===== src/rtl/mannix_rd_arb.sv =====
// rtl/mannix_rd_arb.sv - priority/round-robin read arbiter with one outstanding memory read
module mannix_rd_arb #(
    parameter int N_CLI      = 5,
    parameter int ADDR_WIDTH = 19,
    parameter int TIMEOUT    = 255
) (
    input  logic                        clk,
    input  logic                        rst_n,
    input  logic [N_CLI-1:0]            cli_req,
    input  logic [N_CLI*ADDR_WIDTH-1:0] cli_addr,
    input  logic [N_CLI-1:0]            client_priority,
    output logic [N_CLI-1:0]            cli_gnt,
    output logic [N_CLI-1:0]            cli_done,
    output logic                        cli_err,
    output logic                        mem_req,
    output logic [ADDR_WIDTH-1:0]       mem_addr,
    input  logic                        mem_accept,
    input  logic                        mem_rvalid,
    output logic                        timeout_sticky
);

    localparam int IW = (N_CLI > 1) ? $clog2(N_CLI) : 1;
    // The abort is decided one cycle before the counter would reach TIMEOUT,
    // so the registered cli_done lands exactly TIMEOUT cycles after WAIT entry.
    localparam logic [7:0] TO_LAST = 8'(TIMEOUT - 1);

    typedef enum logic [1:0] {
        S_IDLE,
        S_ISSUE,
        S_WAIT
    } state_t;

    state_t                  state;
    state_t                  state_nxt;
    logic [IW-1:0]           last_gnt;
    logic [7:0]              wcnt;
    logic [N_CLI-1:0]        cand;
    logic [IW-1:0]           win;
    logic [N_CLI-1:0]        win_oh;
    logic [ADDR_WIDTH-1:0]   win_addr;
    logic                    found;
    logic [IW-1:0]           probe;
    logic                    grab;
    logic                    fin_ok;
    logic                    fin_to;

    assign mem_req = (state == S_ISSUE);

    // Winner selection: high class first, then rotate upward from last winner.
    always_comb begin
        cand     = ((cli_req & client_priority) != '0) ? (cli_req & client_priority) : cli_req;
        found    = 1'b0;
        win      = '0;
        probe    = '0;
        win_oh   = '0;
        win_addr = '0;
        for (int k = 1; k <= N_CLI; k++) begin
            probe = IW'((int'(last_gnt) + k) % N_CLI);
            if (!found && cand[probe]) begin
                found = 1'b1;
                win   = probe;
            end
        end
        for (int i = 0; i < N_CLI; i++) begin
            if (IW'(i) == win) begin
                win_oh[i] = 1'b1;
                win_addr  = cli_addr[i*ADDR_WIDTH +: ADDR_WIDTH];
            end
        end
    end

    // Next-state logic and transaction events.
    always_comb begin
        state_nxt = state;
        grab      = 1'b0;
        fin_ok    = 1'b0;
        fin_to    = 1'b0;
        case (state)
            S_IDLE: begin
                if (cli_req != '0) begin
                    grab      = 1'b1;
                    state_nxt = S_ISSUE;
                end
            end
            S_ISSUE: begin
                if (mem_accept) state_nxt = S_WAIT;
            end
            S_WAIT: begin
                if (mem_rvalid) begin
                    fin_ok    = 1'b1;
                    state_nxt = S_IDLE;
                end else if (wcnt == TO_LAST) begin
                    fin_to    = 1'b1;
                    state_nxt = S_IDLE;
                end
            end
            default: state_nxt = S_IDLE;
        endcase
    end

    // State register.
    always_ff @(posedge clk or negedge rst_n) begin
        if (!rst_n) state <= S_IDLE;
        else        state <= state_nxt;
    end

    // Grant, address, wait counter and completion registers.
    always_ff @(posedge clk or negedge rst_n) begin
        if (!rst_n) begin
            cli_gnt        <= '0;
            cli_done       <= '0;
            cli_err        <= 1'b0;
            mem_addr       <= '0;
            timeout_sticky <= 1'b0;
            wcnt           <= '0;
            last_gnt       <= IW'(N_CLI - 1);
        end else begin
            cli_done <= '0;
            cli_err  <= 1'b0;
            if (grab) begin
                cli_gnt  <= win_oh;
                mem_addr <= win_addr;
                last_gnt <= win;
            end
            if (state == S_ISSUE && mem_accept) wcnt <= '0;
            else if (state == S_WAIT)           wcnt <= wcnt + 8'd1;
            if (fin_ok || fin_to) begin
                cli_done <= cli_gnt;
                cli_err  <= fin_to;
                cli_gnt  <= '0;
            end
            if (fin_to) timeout_sticky <= 1'b1;
        end
    end

endmodule


===== config.mk =====
export PLATFORM = sky130hd
export DESIGN_NAME = mannix_rd_arb
export DESIGN_NICKNAME = d
export VERILOG_FILES = /design/src/rtl/mannix_rd_arb.sv
export SDC_FILE = /design/constraint.sdc
export NUM_CORES = 1
export LEC_CHECK = 0
export ABC_AREA = 1
export BUFFER_PORTS_ARGS = -buffer_cell sky130_fd_sc_hd__buf_2
export CELL_PAD_IN_SITES_DETAIL_PLACEMENT = 0
export CELL_PAD_IN_SITES_GLOBAL_PLACEMENT = 1
export CORE_ASPECT_RATIO = 2
export CORE_MARGIN = 2
export CORE_UTILIZATION = 36
export CTS_CLUSTER_SIZE = 10
export DETAILED_ROUTE_END_ITERATION = 10
export PLACE_DENSITY = 0.93
export SYNTH_ARGS = -nofsm -noshare
export SYNTH_HDL_FRONTEND = slang
export SYNTH_SLANG_ARGS = --single-unit
export TNS_END_PERCENT = 5

===== constraint.sdc =====
create_clock -name clk -period 5.8 [get_ports clk]
set_input_delay 0.87 -clock clk [delete_from_list [all_inputs] [get_ports clk]]
set_output_delay 0.87 -clock clk [all_outputs]
set_load 0.02 [all_outputs]

==> impl_summary.md, run 1 <==
Clock tree
The post-cts resize count is 0. Hold repair after CTS inserted 0 buffers. The clock net sink count is 44. The number of clock buffers added by TritonCTS is 5.

The clock slew seen by the registers of the worst setup and hold paths is around 0.070 ns. The buffer cell driving the clock tree root is clkbuf_16. The clock latency on the worst-skew pair is approximately 0.29 ns. TritonCTS built the clock tree. In this run the number of H-tree levels came out at 2. Counting along the longest clock path gives a buffer depth of 2. The post-CTS setup-driven buffer insertion count is 0.

Place
After legalization and detailed placement, the total HPWL measured between 10000 and 15000 um. The final RePlAce weighted congestion is around 0.92. Buffers placed on the I/O ports in this run total 140.

Synthesis
The number of instances in the synthesized netlist is 671. Counting flops with an async set or reset pin after synthesis yields a share of 100%. The post-synthesis instance area is 4380 um^2. The count of state elements after synthesis is 44. The synthesized design contains 0 enable-type register cells. The number of warnings printed during yosys synthesis is 0. The synthesized net count is roughly 810. The synthesized netlist devotes ~8.5% of its cell area to compound gates.

The number of distinct library cells after synthesis is 43. The mux share of post-synthesis cell area is 0%. Each instance of the synthesized netlist takes up on average ~6.5 um^2. The most common flop cell mapped by yosys is dfrtp_1. For this run, the register share of the synthesized area comes to 25.1%. The synthesized netlist devotes under 10% of its cell area to XOR and XNOR gates. The synthesized netlist devotes 8.45% of its cell area to adder and majority cells. The area fraction in and, or, nand and nor cells after synthesis is 43.2%. The largest family of logic cells by synthesized area is simple AND/OR/NAND/NOR gates.

Routing
Wire segments on met3 add up to roughly 1400 um in the final route. The detailed-router iteration count before antenna repair is 6. After detailed routing, the wire length on met1 is slightly below 6000 um. Detailed routing inserted a total of just under 5000 vias. The topmost layer with routed signal wires is met4.

Dividing the detail-routed wire length by the instance count gives 14.7 um. The detailed route wirelength on metal2 is 6340 um. Using the TritonRoute via totals, the vias-per-cell ratio works out to 5.21. For this block, the routed nets add up to 13900 um of wire.

The first routing iteration left between 300 and 400 violations. For this run, design rule violations remaining after detail routing come to 0. The post-route antenna net violation count is 0.

STA
The final critical path takes up 84.0% of the cycle. Final hold analysis gives a worst-case slack of 0.472 ns. Setup repair after global routing left no endpoint under its margin. The headroom to the max-slew limit is between 30% and 40%. The maximum frequency from static timing analysis is about 200 MHz. Clock skew on the completed layout was measured at 0.00469 ns. At the pin with the least slew margin, the transition time is ~1.0 ns. Setup violations remaining at the end of the flow were counted as 0. The number of endpoints with negative hold slack in the final report came to 0. The clock period could shrink to just under 5 ns.

The number of max-slew violations in the final report is 0. The total negative slack for setup checks is 0 ns.

Setup path
Of all nets on the critical path, the largest fanout is 42. The slowest stage of the critical path belongs to the cell dfrtp_1. The data required time at the worst endpoint is 6.04 ns.

The nature of the critical path startpoint is a register. The critical path class is reg2reg. The critical path arrival is 5.11 ns. In this design, the stage delay of the slowest critical-path cell is ~0.57 ns.

The category of the worst setup path capture point is a register. Among the stages of the critical path, the cell type that occurs most often is nand2_1.

Floorplan
The core area is approximately 12000 um^2. The die extent in x is between 80 and 90 um. After floorplanning, the core was divided into 57 placement rows. In this run the vertical extent of the chip is between 150 and 200 um. The I/O pin count is 141. The die covers about 13000 um^2. The starting density of the core is a little over a third.

Status
The flow ran to the end, and the final reports show no timing, DRC or antenna violations.

Final layout
Leaving out fill and tap cells, the most frequent cell in the layout is nand2_1. The post-route netlist has between 20% and 30% of its cells at a drive strength greater than 1. The top cell types in the final layout, fill and taps aside, are nand2_1, buf_2, inv_1, nand3_1, nand4_1. The filler cells instantiated in the layout total approximately 1300. Once layout is complete, the utilization of the core stands at ~45%. The repair_antennas step left the layout with diodes totalling 0. The final layout net count is around 940.

The area growth from synthesis to layout is 21.9%.

Global route
The number of antenna violations at the first check in global routing is 0. The largest net degree at the start of global routing is 45. The remaining global-route overflow is 0. The overall routing resource usage is a little over a fifth. The first global-routing pass estimated 21900 um of wire.

The via count of the first global-routing pass is approximately 4600.

Run
Max-cap violations in this run came to 0.

Min path
The classification of the worst-slack hold path is reg2reg.
worst max-delay path: cells and delay by family, from the launching register on:
family / cells / cell delay, ns
flip-flops: 1 / 0.57
buffers and inverters: 6 / 0.92
AND/OR/NAND/NOR: 14 / 1.48
XOR/XNOR: 1 / 0.27
adder cells (fa/ha/maj): 3 / 0.94
AO/OA/AOI/OAI: 3 / 0.61
cell usage after synthesis (2+ instances only):
cell type  count  share of area, %
nand2_1      172                15
inv_1         98               8.4
nand3_1       95                11
nand4_1       53               7.6
o21ai_0       46               5.3
dfrtp_1       43                25
ha_1          28               8.0
nor2_1        24               2.1
nand3_2       16               3.7
buf_2         15               1.7
nand2_2       12               1.7
clkbuf_1       7              0.60
a21oi_1        6              0.68
nand3b_1       5              0.86
inv_2          4              0.34
o211ai_1       4              0.68
xor2_1         4              0.80
clkinv_1       3              0.26
nor3_1         3              0.34
o21ai_1        3              0.34
o31ai_1        3              0.51
or2_2          3              0.43
buf_4          2              0.34
buf_6          2              0.51
nand2_4        2              0.51
per-layer routing:
| metal | global-route usage, % | vias to the layer above |
|---|---|---|
| met5 | 0 | - |
| met4 | 6.06 | 0 |
| met3 | 4.24 | 22 |
| met2 | 33.1 | 259 |
| met1 | 28.3 | 2189 |
| li1 | - | 2461 |
registers in the layout, indices dropped and copies added (netlist names):
| register | cells |
|---|---|
| mem_addr | 19 |
| wcnt | 8 |
| cli_done | 5 |
| cli_gnt | 5 |
| last_gnt | 3 |
| state | 2 |
| cli_err | 1 |
| timeout_sticky | 1 |
path summary, 6_finish.rpt:
kind	from	endpoint	slack [ns]	cells after the start
max in group asynchronous	rst_n	cli_gnt[4]	4.40	1
setup / recovery	last_gnt[0]	mem_addr[8]	0.93	27
min in group asynchronous	rst_n	mem_addr[9]	0.76	1
hold reg to reg	timeout_sticky	timeout_sticky	0.47	1
hold / removal	timeout_sticky	timeout_sticky	0.47	1
setup reg to reg	last_gnt[0]	mem_addr[8]	0.93	27
stage by stage:
| stage | setup slack (ns) | std cells | cell area [um^2] |
|---|---|---|---|
| global placement | 1.06 | 938 | 5170 |
| finish | 0.928 | 946 | 5350 |
| CTS | 0.924 | 946 | 5350 |
| floorplan | 1.76 | 671 | 4380 |
| global route | 0.273 | 946 | 5350 |
| detailed placement | 0.942 | 938 | 5170 |
final cells by class:
cell class              instances  area, um^2  share of cell area, %
clock buffers                   5         125                   2.34
inverters                     106         399                   7.47
flip-flops and latches         44        1100                   20.6
repair buffers                150         788                   14.7
well taps                     147         184                   3.44
multi-input cells             491        2700                   50.5
clock inverters                 3        47.5                  0.889
cells by family (layout without fill, tap and decap cells):
family	after synthesis	in the layout
AND/OR/NAND/NOR	388	388
XOR/XNOR	6	6
adder cells (fa/ha/maj)	29	29
flip-flops	44	44
buffers and inverters	136	264
AO/OA/AOI/OAI	68	68
Power of run 1 is left out: the tool's default activity adds up to more than one toggle a clock period on the data nets, which glitch-free logic cannot reach.
==> run 2: changes to the inputs <==
--- a/config.mk
+++ b/config.mk
@@ -5,16 +5,16 @@
 export SDC_FILE = /design/constraint.sdc
 export NUM_CORES = 1
 export LEC_CHECK = 0
-export ABC_AREA = 1
+export ABC_AREA = 0
 export BUFFER_PORTS_ARGS = -buffer_cell sky130_fd_sc_hd__buf_2
 export CELL_PAD_IN_SITES_DETAIL_PLACEMENT = 0
 export CELL_PAD_IN_SITES_GLOBAL_PLACEMENT = 1
 export CORE_ASPECT_RATIO = 2
 export CORE_MARGIN = 2
-export CORE_UTILIZATION = 36
+export CORE_UTILIZATION = 38
 export CTS_CLUSTER_SIZE = 10
 export DETAILED_ROUTE_END_ITERATION = 10
-export PLACE_DENSITY = 0.93
+export PLACE_DENSITY = 0.92
 export SYNTH_ARGS = -nofsm -noshare
 export SYNTH_HDL_FRONTEND = slang
 export SYNTH_SLANG_ARGS = --single-unit
==> constraint.sdc (replaced) <==
create_clock -name clk -period 4.8 [get_ports clk]
set_input_delay 0.72 -clock clk [delete_from_list [all_inputs] [get_ports clk]]
set_output_delay 0.72 -clock clk [all_outputs]
set_load 0.02 [all_outputs]
==> run 2 against run 1 <==
Compared with the run above: the run now ends with setup timing left; area after synthesis up 1.3%; non-clock buffer count up 36; sequential cell count unchanged; routed wire length up 15%; final cell count down 14%; critical path depth down 8; core utilization up 8.8 points; critical path type unchanged; critical endpoint is now mem_addr[11]; largest cell class unchanged.
==> impl_summary.md, run 2 <==
Synthesis
The xor and xnor area share after synthesis is 2.31% (+0.94 points). Yosys attributes the largest share of cell area to dfrtp_1, mux2i_1, ha_1. The most frequent cell after synthesis is dfrtp_1. The cell accounting for the most synthesized area is dfrtp_1.

The number of distinct library cells after synthesis is 85 (+98%). The fraction of the mapped netlist area in adder cells was 8.34% (-0.11 points). The area fraction in and, or, nand and nor cells after synthesis was 20.9% (-22 points).

The synthesized-area fraction occupied by ao, oa, aoi and oai cells came to 29.2% (+21 points). By area, the combinational part of the netlist is dominated by compound AO/OA/AOI/OAI gates. The count of flip-flops with a built-in enable after synthesis came to 0 (unchanged). The count of state elements after synthesis is 44 (unchanged).

The synthesized net count is 646 (-20%). By count the netlist is led by dfrtp_1, mux2i_1, nand2_1, ha_1, o21ai_0. The number of instances in the synthesized netlist is 508 (-24%).

The fraction of registers with async set or reset after synthesis came to 100% (unchanged). The fraction of the yosys area taken by sequential cells is 24.8% (-0.33 points). The number of warnings printed during yosys synthesis came to 0 (unchanged). The mux share of post-synthesis cell area is 8.96% (+9.0 points). The top-area cell type share of the netlist area is 24.2% (-0.32 points). For this run, the leading register cell type out of synthesis is dfrtp_1. The post-synthesis instance area is 4440 um^2 (+1.3%).

The post-synthesis average cell area is 8.75 um^2 (+34%).

Clock tree
The clock slew seen by the registers of the worst setup and hold paths is 0.07 ns (about the same). The number of hold buffers added after cts is 0 (unchanged). The clock latency on the worst-skew pair was 0.30 ns (about the same). TritonCTS built the clock tree.

The maximum buffer depth of the clock tree was 2 (unchanged). The H-tree depth is 2 (unchanged). The clock net sink count was 44 (unchanged).

The buffer cell driving the clock tree root is clkbuf_16. The total clock buffers created by CTS is 5 (unchanged).

Setup path
The biggest fanout along the worst timing path is 6 (-86%). The worst setup path is launched from a register. The master of the slowest instance on the critical path is dfstp_2.

The data required time at the worst endpoint was 4.96 ns (-1.08 ns). The critical path starts at last_gnt[2]. The worst register-to-register path begins at last_gnt[2]. The category of the worst setup path capture point is a register.

The worst register-to-register path ends at mem_addr[11]. The buffer and inverter count on the worst path is 2 (-4). The slack of the worst reg-to-reg path is -0.05 ns (-0.97 ns). The number of cells traversed by the worst register-to-register path is 19 (-30%). The critical path's top delay family is compound AO/OA/AOI/OAI gates. The critical path class is reg2reg.

The critical path arrival came to 5.01 ns (-0.10 ns). Traced cell by cell, the critical path runs through inv_4, ha_4, o21a_1, a21oi_2, xnor2_2, ha_2, fa_1, a21bo_1, o31a_1, or4b_4, o221a_4, o31ai_4, or3_4, nand2b_4, o32a_4, and2_4, clkbuf_16, mux2i_1, o211ai_1. The worst stage delay on the critical path is 0.60 ns (+0.03 ns).

Floorplan
The vertical die dimension is 157 um (-2.0%). The core area is 11400 um^2 (-5.2%). The die extent in x was 80.5 um (-1.9%).

The die footprint is 12600 um^2 (-3.8%). The I/O pin count came to 141 (unchanged). The floorplan row count was 55 (-3.5%). The starting density of the core is 39.1% (+2.5 points).

STA
The number of endpoints with negative hold slack in the final report is 0 (unchanged). The headroom to the max-slew limit is 33.0% (+2.6 points). The final cycle utilization of the critical path is 101% (+17 points).

The final setup slack of the worst path is -0.0461 ns (-0.974 ns). The worst hold slack across all endpoints is 0.465 ns (-0.00684 ns). The number of max-slew violations in the final report came to 0 (unchanged). The shortest period the worst path allows is 4.85 ns (-0.0255 ns).

The transition time of the tightest slew-check pin is 1.00 ns (-0.0397 ns). The setup violation total in the final timing report is 1 (+1). The final worst clock skew is 0.0119 ns (+0.00719 ns). Setup repair after global routing could not meet its margin everywhere. The total negative slack for setup checks is -0.0461 ns (-0.0461 ns). The maximum frequency from static timing analysis came to 206 MHz (+0.53%).

Global route
The largest net degree at the start of global routing was 45 (unchanged). The number of antenna violations at the first check in global routing is 0 (unchanged). The overall routing resource usage is 24.4% (+3.5 points). The wire length of the first global-routing pass came to 24000 um (+9.6%).

The remaining global-route overflow came to 0 (unchanged). The via count of the first global-routing pass came to 5015 (+9.7%).

Final layout
The final layout net count is 810 (-13%). The number of fill cells is 1073 (-15%). The fraction of final layout cells sized beyond drive strength 1 is 39.5% (+14 points). The area occupied by multi-input gates is 3450 um^2 (+28%). The leading cell type in the layout, fill and taps excluded is buf_2. The final antenna diode count is 0 (unchanged).

The library cells used most frequently in the layout, excluding fill and tap cells, are buf_2, dfrtp_1, buf_4, nand2_1, mux2i_1. The area taken by flip-flops and latches is 1100 um^2 (+0.11%). The core utilization of the finished layout is 53.5% (+8.8 points).

The flip-flop count of the largest register after layout is 19 (unchanged). The register with the most flip-flops in the final layout is mem_addr. The area growth from synthesis to layout is 36.6%. In the final layout, the registers with the most flip-flops are mem_addr: 19 flops, wcnt: 8 flops.

Routing
The final routed wire length divided by cell count is 19.5 um (+33%). The DRC violations left came to 0 (unchanged). The post-route antenna net violation count came to 0 (unchanged). The detailed router's first-iteration violation count was 242 (-23%). The total number of vias was 4937 (+0.12%).

The detailed-router iteration count before antenna repair was 5 (-1). The total routed wirelength was 15900 um (+15%). The detail-routed via count per cell is 6.06 (+16%).

Status
The run finished, with violations left. The checks that failed: setup timing.

Place
The total of buffers placed on input and output ports came to 140 (unchanged). The setup slack at placement is -0.230 ns (-1.17 ns). The HPWL reported at the end of detailed placement was 12400 um (+17%). The final RePlAce weighted congestion is 0.995 (+7.7%).

Min path
The terminating pin of the worst hold path is timeout_sticky. The worst hold path cell count was 1 (unchanged). The worst hold path begins at timeout_sticky. The path class of the tightest hold or removal check is reg2reg.

Run
The number of max-cap violations is 0 (unchanged).
-- run 2: area by class of cell --
class	count	share of cell area, %
multi-input cells	416	56.9
well taps	142	2.93
clock inverters	1	0.0825
repair buffers	186	18.4
flip-flops and latches	44	18.2
clock buffers	7	2.19
inverters	19	1.30
-- run 2: cells by family after synthesis --
group,count (synthesis)
compound gates,174
xor+xnor,10
fa+ha+maj,29
buf+inv,49
flops,44
mux,38
simple gates,164
-- run 2: per-stage QoR --
stage                     area (um^2)  std cells
after floorplan                  4530        508
after global placement           5560        798
after detailed placement         5560        798
after CTS                        5760        806
after global routing             6070        815
final                            6070        815
-- run 2: worst max-delay path by stage --
stage,end,depth (start not counted)
after floorplan,mem_addr[0],22
after global placement,mem_addr[3],18
after detailed placement,mem_addr[6],20
after CTS,mem_addr[6],20
after global routing,mem_addr[15],19
final,mem_addr[11],19
-- run 2: metal layers --
layer | routed length (um) | up-vias | track usage (%) | part of all wire (%)
met5 | 0 | - | 0 | 0
met4 | 1050 | 0 | 14.9 | 6.6
met3 | 681 | 72 | 2.35 | 4.3
met2 | 8920 | 198 | 47.3 | 56
met1 | 5270 | 2365 | 23.7 | 33
li1 | - | 2302 | - | -
-- run 2: repair_timing --
item / in CTS / in global routing
resized for setup: 13 / 44
pin swaps: 3 / 18
setup endpoints to repair: 20 / 24
buffers inserted: 0 / 6
cloned: 0 / 3
Power of run 2 is left out for the same reason.
==> run 3: changes to the inputs <==
==> constraint.sdc (replaced) <==
create_clock -name clk -period 4.5 [get_ports clk]
set_input_delay 0.675 -clock clk [delete_from_list [all_inputs] [get_ports clk]]
set_output_delay 0.675 -clock clk [all_outputs]
set_load 0.02 [all_outputs]
==> run 3 against run 2 <==
Compared with the run above: via count up 2.5%; final cell count up 4.3%; clock skew down 0.0056 ns; count of clock-buffer cells in the layout down 1; routed wire length down 1.4%; core utilization up 3.5 points; global-route usage up 0.39 points; non-clock buffer count up 36; worst setup slack better by 0.040 ns; cell area up 6.5%; the run still ends with setup timing left; register-to-register slack better by 0.04 ns.
==> impl_summary.md, run 3 (synthesized netlist as in run 2, its figures left out) <==
Status
The run finished, with violations left. The final reports fail on setup timing.

Setup path
The slowest stage of the critical path belongs to the cell dfstp_2. The worst stage delay on the critical path was 0.60 ns (about the same). The category of the worst setup path capture point is a register. The critical path arrival is 4.67 ns (-0.34 ns).

The critical path in this run is classified as reg2reg. The worst setup path is launched from a register. The biggest fanout along the worst timing path came to 6 (unchanged).

The data required time at the worst endpoint is 4.66 ns (-0.30 ns). The critical path goes through buf_6, buf_4, xor2_1, nand2_1, ha_1, nor2b_2, a221oi_1, or2_4, a311oi_4, or4b_4, o31ai_2, and2_1, o32a_4, and2_4, bufbuf_16, mux2i_1, o211ai_1.

STA
The number of max-slew violations in the final report is 0 (unchanged). The shortest period the worst path allows is 4.51 ns (-0.340 ns). The transition time of the tightest slew-check pin is 0.966 ns (-0.0381 ns). Setup repair after global routing could not meet its margin everywhere. The headroom to the max-slew limit is 35.6% (+2.5 points). The final setup slack of the worst path is -0.00643 ns (+0.0397 ns). The final worst clock skew is 0.00626 ns (-0.00562 ns). The setup violation total in the final timing report is 4 (+3). The worst hold slack across all endpoints came to 0.478 ns (+0.0128 ns). The number of endpoints with negative hold slack in the final report is 0 (unchanged). The final cycle utilization of the critical path is 100% (-0.82 points). The maximum frequency from static timing analysis is 222 MHz (+7.5%).

Global route
The largest net degree at the start of global routing came to 45 (unchanged). The wire length of the first global-routing pass came to 24600 um (+2.4%). The via count of the first global-routing pass came to 5200 (+3.7%). The remaining global-route overflow is 0 (unchanged). The number of antenna violations at the first check in global routing is 0 (unchanged).

The overall routing resource usage is 24.8% (+0.39 points).

Routing
The post-route antenna net violation count is 0 (unchanged). The total routed wirelength was 15700 um (-1.4%). The total number of vias is 5061 (+2.5%). The detailed-router iteration count before antenna repair is 4 (-1). The detailed router's first-iteration violation count is 196 (-19%).

The final routed wire length divided by cell count is 18.5 um (-5.5%). The DRC violations left is 0 (unchanged). The detail-routed via count per cell is 5.95 (-1.7%).

Final layout
The fraction of final layout cells sized beyond drive strength 1 is 44.9% (+5.4 points). The final layout net count was 845 (+4.3%). The area growth from synthesis to layout is 45.5%.

The flip-flop count of the largest register after layout is 19 (unchanged). In the layout the commonest cells are buf_2, buf_4, dfrtp_1, nand2_1, mux2i_1. The library cell used most frequently in the layout, excluding fill and tap cells, is buf_2. The top register by number of flip-flops is mem_addr. In the final layout, the registers with the most flip-flops are mem_addr: 19 flops, wcnt: 8 flops. The final antenna diode count is 0 (unchanged).

Clock tree
The H-tree depth came to 2 (unchanged). The total clock buffers created by CTS came to 5 (unchanged). The maximum buffer depth of the clock tree was 2 (unchanged). The tree is rooted in a clkbuf_16. The number of hold buffers added after cts is 0 (unchanged). The TritonCTS clock tree is yes.

The clock net sink count is 44 (unchanged). The clock slew seen by the registers of the worst setup and hold paths is 0.06 ns (about the same). The clock latency on the worst-skew pair was 0.29 ns (about the same).

Place
The final RePlAce weighted congestion is 0.997 (+0.20%). The HPWL reported at the end of detailed placement came to 12200 um (-1.9%). The setup slack at placement is -0.177 ns (+0.0536 ns). The total of buffers placed on input and output ports is 140 (unchanged).

Floorplan
The core area was 11400 um^2 (unchanged). The floorplan row count is 55 (unchanged). The die footprint is 12600 um^2 (unchanged).

The starting density of the core was 39.1% (unchanged). The I/O pin count is 141 (unchanged). The die extent in x came to 80.5 um (unchanged). The vertical die dimension came to 157 um (unchanged).

Min path
The classification of the worst-slack hold path is reg2reg.

Run
The number of max-cap violations is 0 (unchanged).
[run 3: area by class of cell]
type | instances | area (um^2)
Clock buffer | 6 | 129
Clock inverter | 2 | 35.0
Fill cell | 997 | 4890
Inverter | 19 | 86.3
Multi-Input combinational cell | 415 | 3520
Sequential cell | 44 | 1100
Tap cell | 142 | 178
Timing Repair Buffer | 222 | 1410
[run 3: repair_timing]
item                       CTS  global route
setup endpoints to repair   23            26
pin swaps                   30            17
buffers inserted            11             3
cloned                       2             0
gates resized for setup     59            17
[run 3: metal layers]
layer  GRT usage, %  routed length, um  vias up
li1               -                  -     2366
met1           23.7               5240     2431
met2           47.7               8720      201
met3           3.04                698       63
met4           15.9               1040        0
met5              0                  0        -
[run 3: per-stage QoR]
stage / area [um^2] / utilization [%] / TNS (ns) / std cells
finish: 6460 / 56.9 / -0.00983 / 850
global placement: 5810 / 51.2 / -0.0680 / 827
detailed placement: 5810 / 51.2 / -2.86 / 827
global route: 6460 / 56.9 / -3.51 / 850
floorplan: 4580 / - / -2.29 / 508
CTS: 6340 / 55.8 / -0.190 / 847
[run 3: worst max-delay path: cells and delay by family (launching register included)]
| kind | cells | cell delay, ns |
|---|---|---|
| simple gates | 6 | 1.45 |
| compound gates | 5 | 1.02 |
| flops | 1 | 0.60 |
| buf+inv | 3 | 0.58 |
| fa+ha+maj | 1 | 0.31 |
| xor+xnor | 1 | 0.20 |
| mux | 1 | 0.18 |
[run 3: worst paths after layout]
| path | start | endpoint | slack (ns) | depth (start not counted) |
|---|---|---|---|---|
| min in group asynchronous | rst_n | mem_addr[5] | 0.54 | 1 |
| max in group asynchronous | rst_n | last_gnt[0] | 3.29 | 1 |
| max reg2reg | last_gnt[2] | mem_addr[11] | -0.006 | 17 |
| min reg2reg | timeout_sticky | timeout_sticky | 0.48 | 1 |
| min | timeout_sticky | timeout_sticky | 0.48 | 1 |
| max | last_gnt[2] | mem_addr[11] | -0.006 | 17 |
Power of run 3 is left out for the same reason.
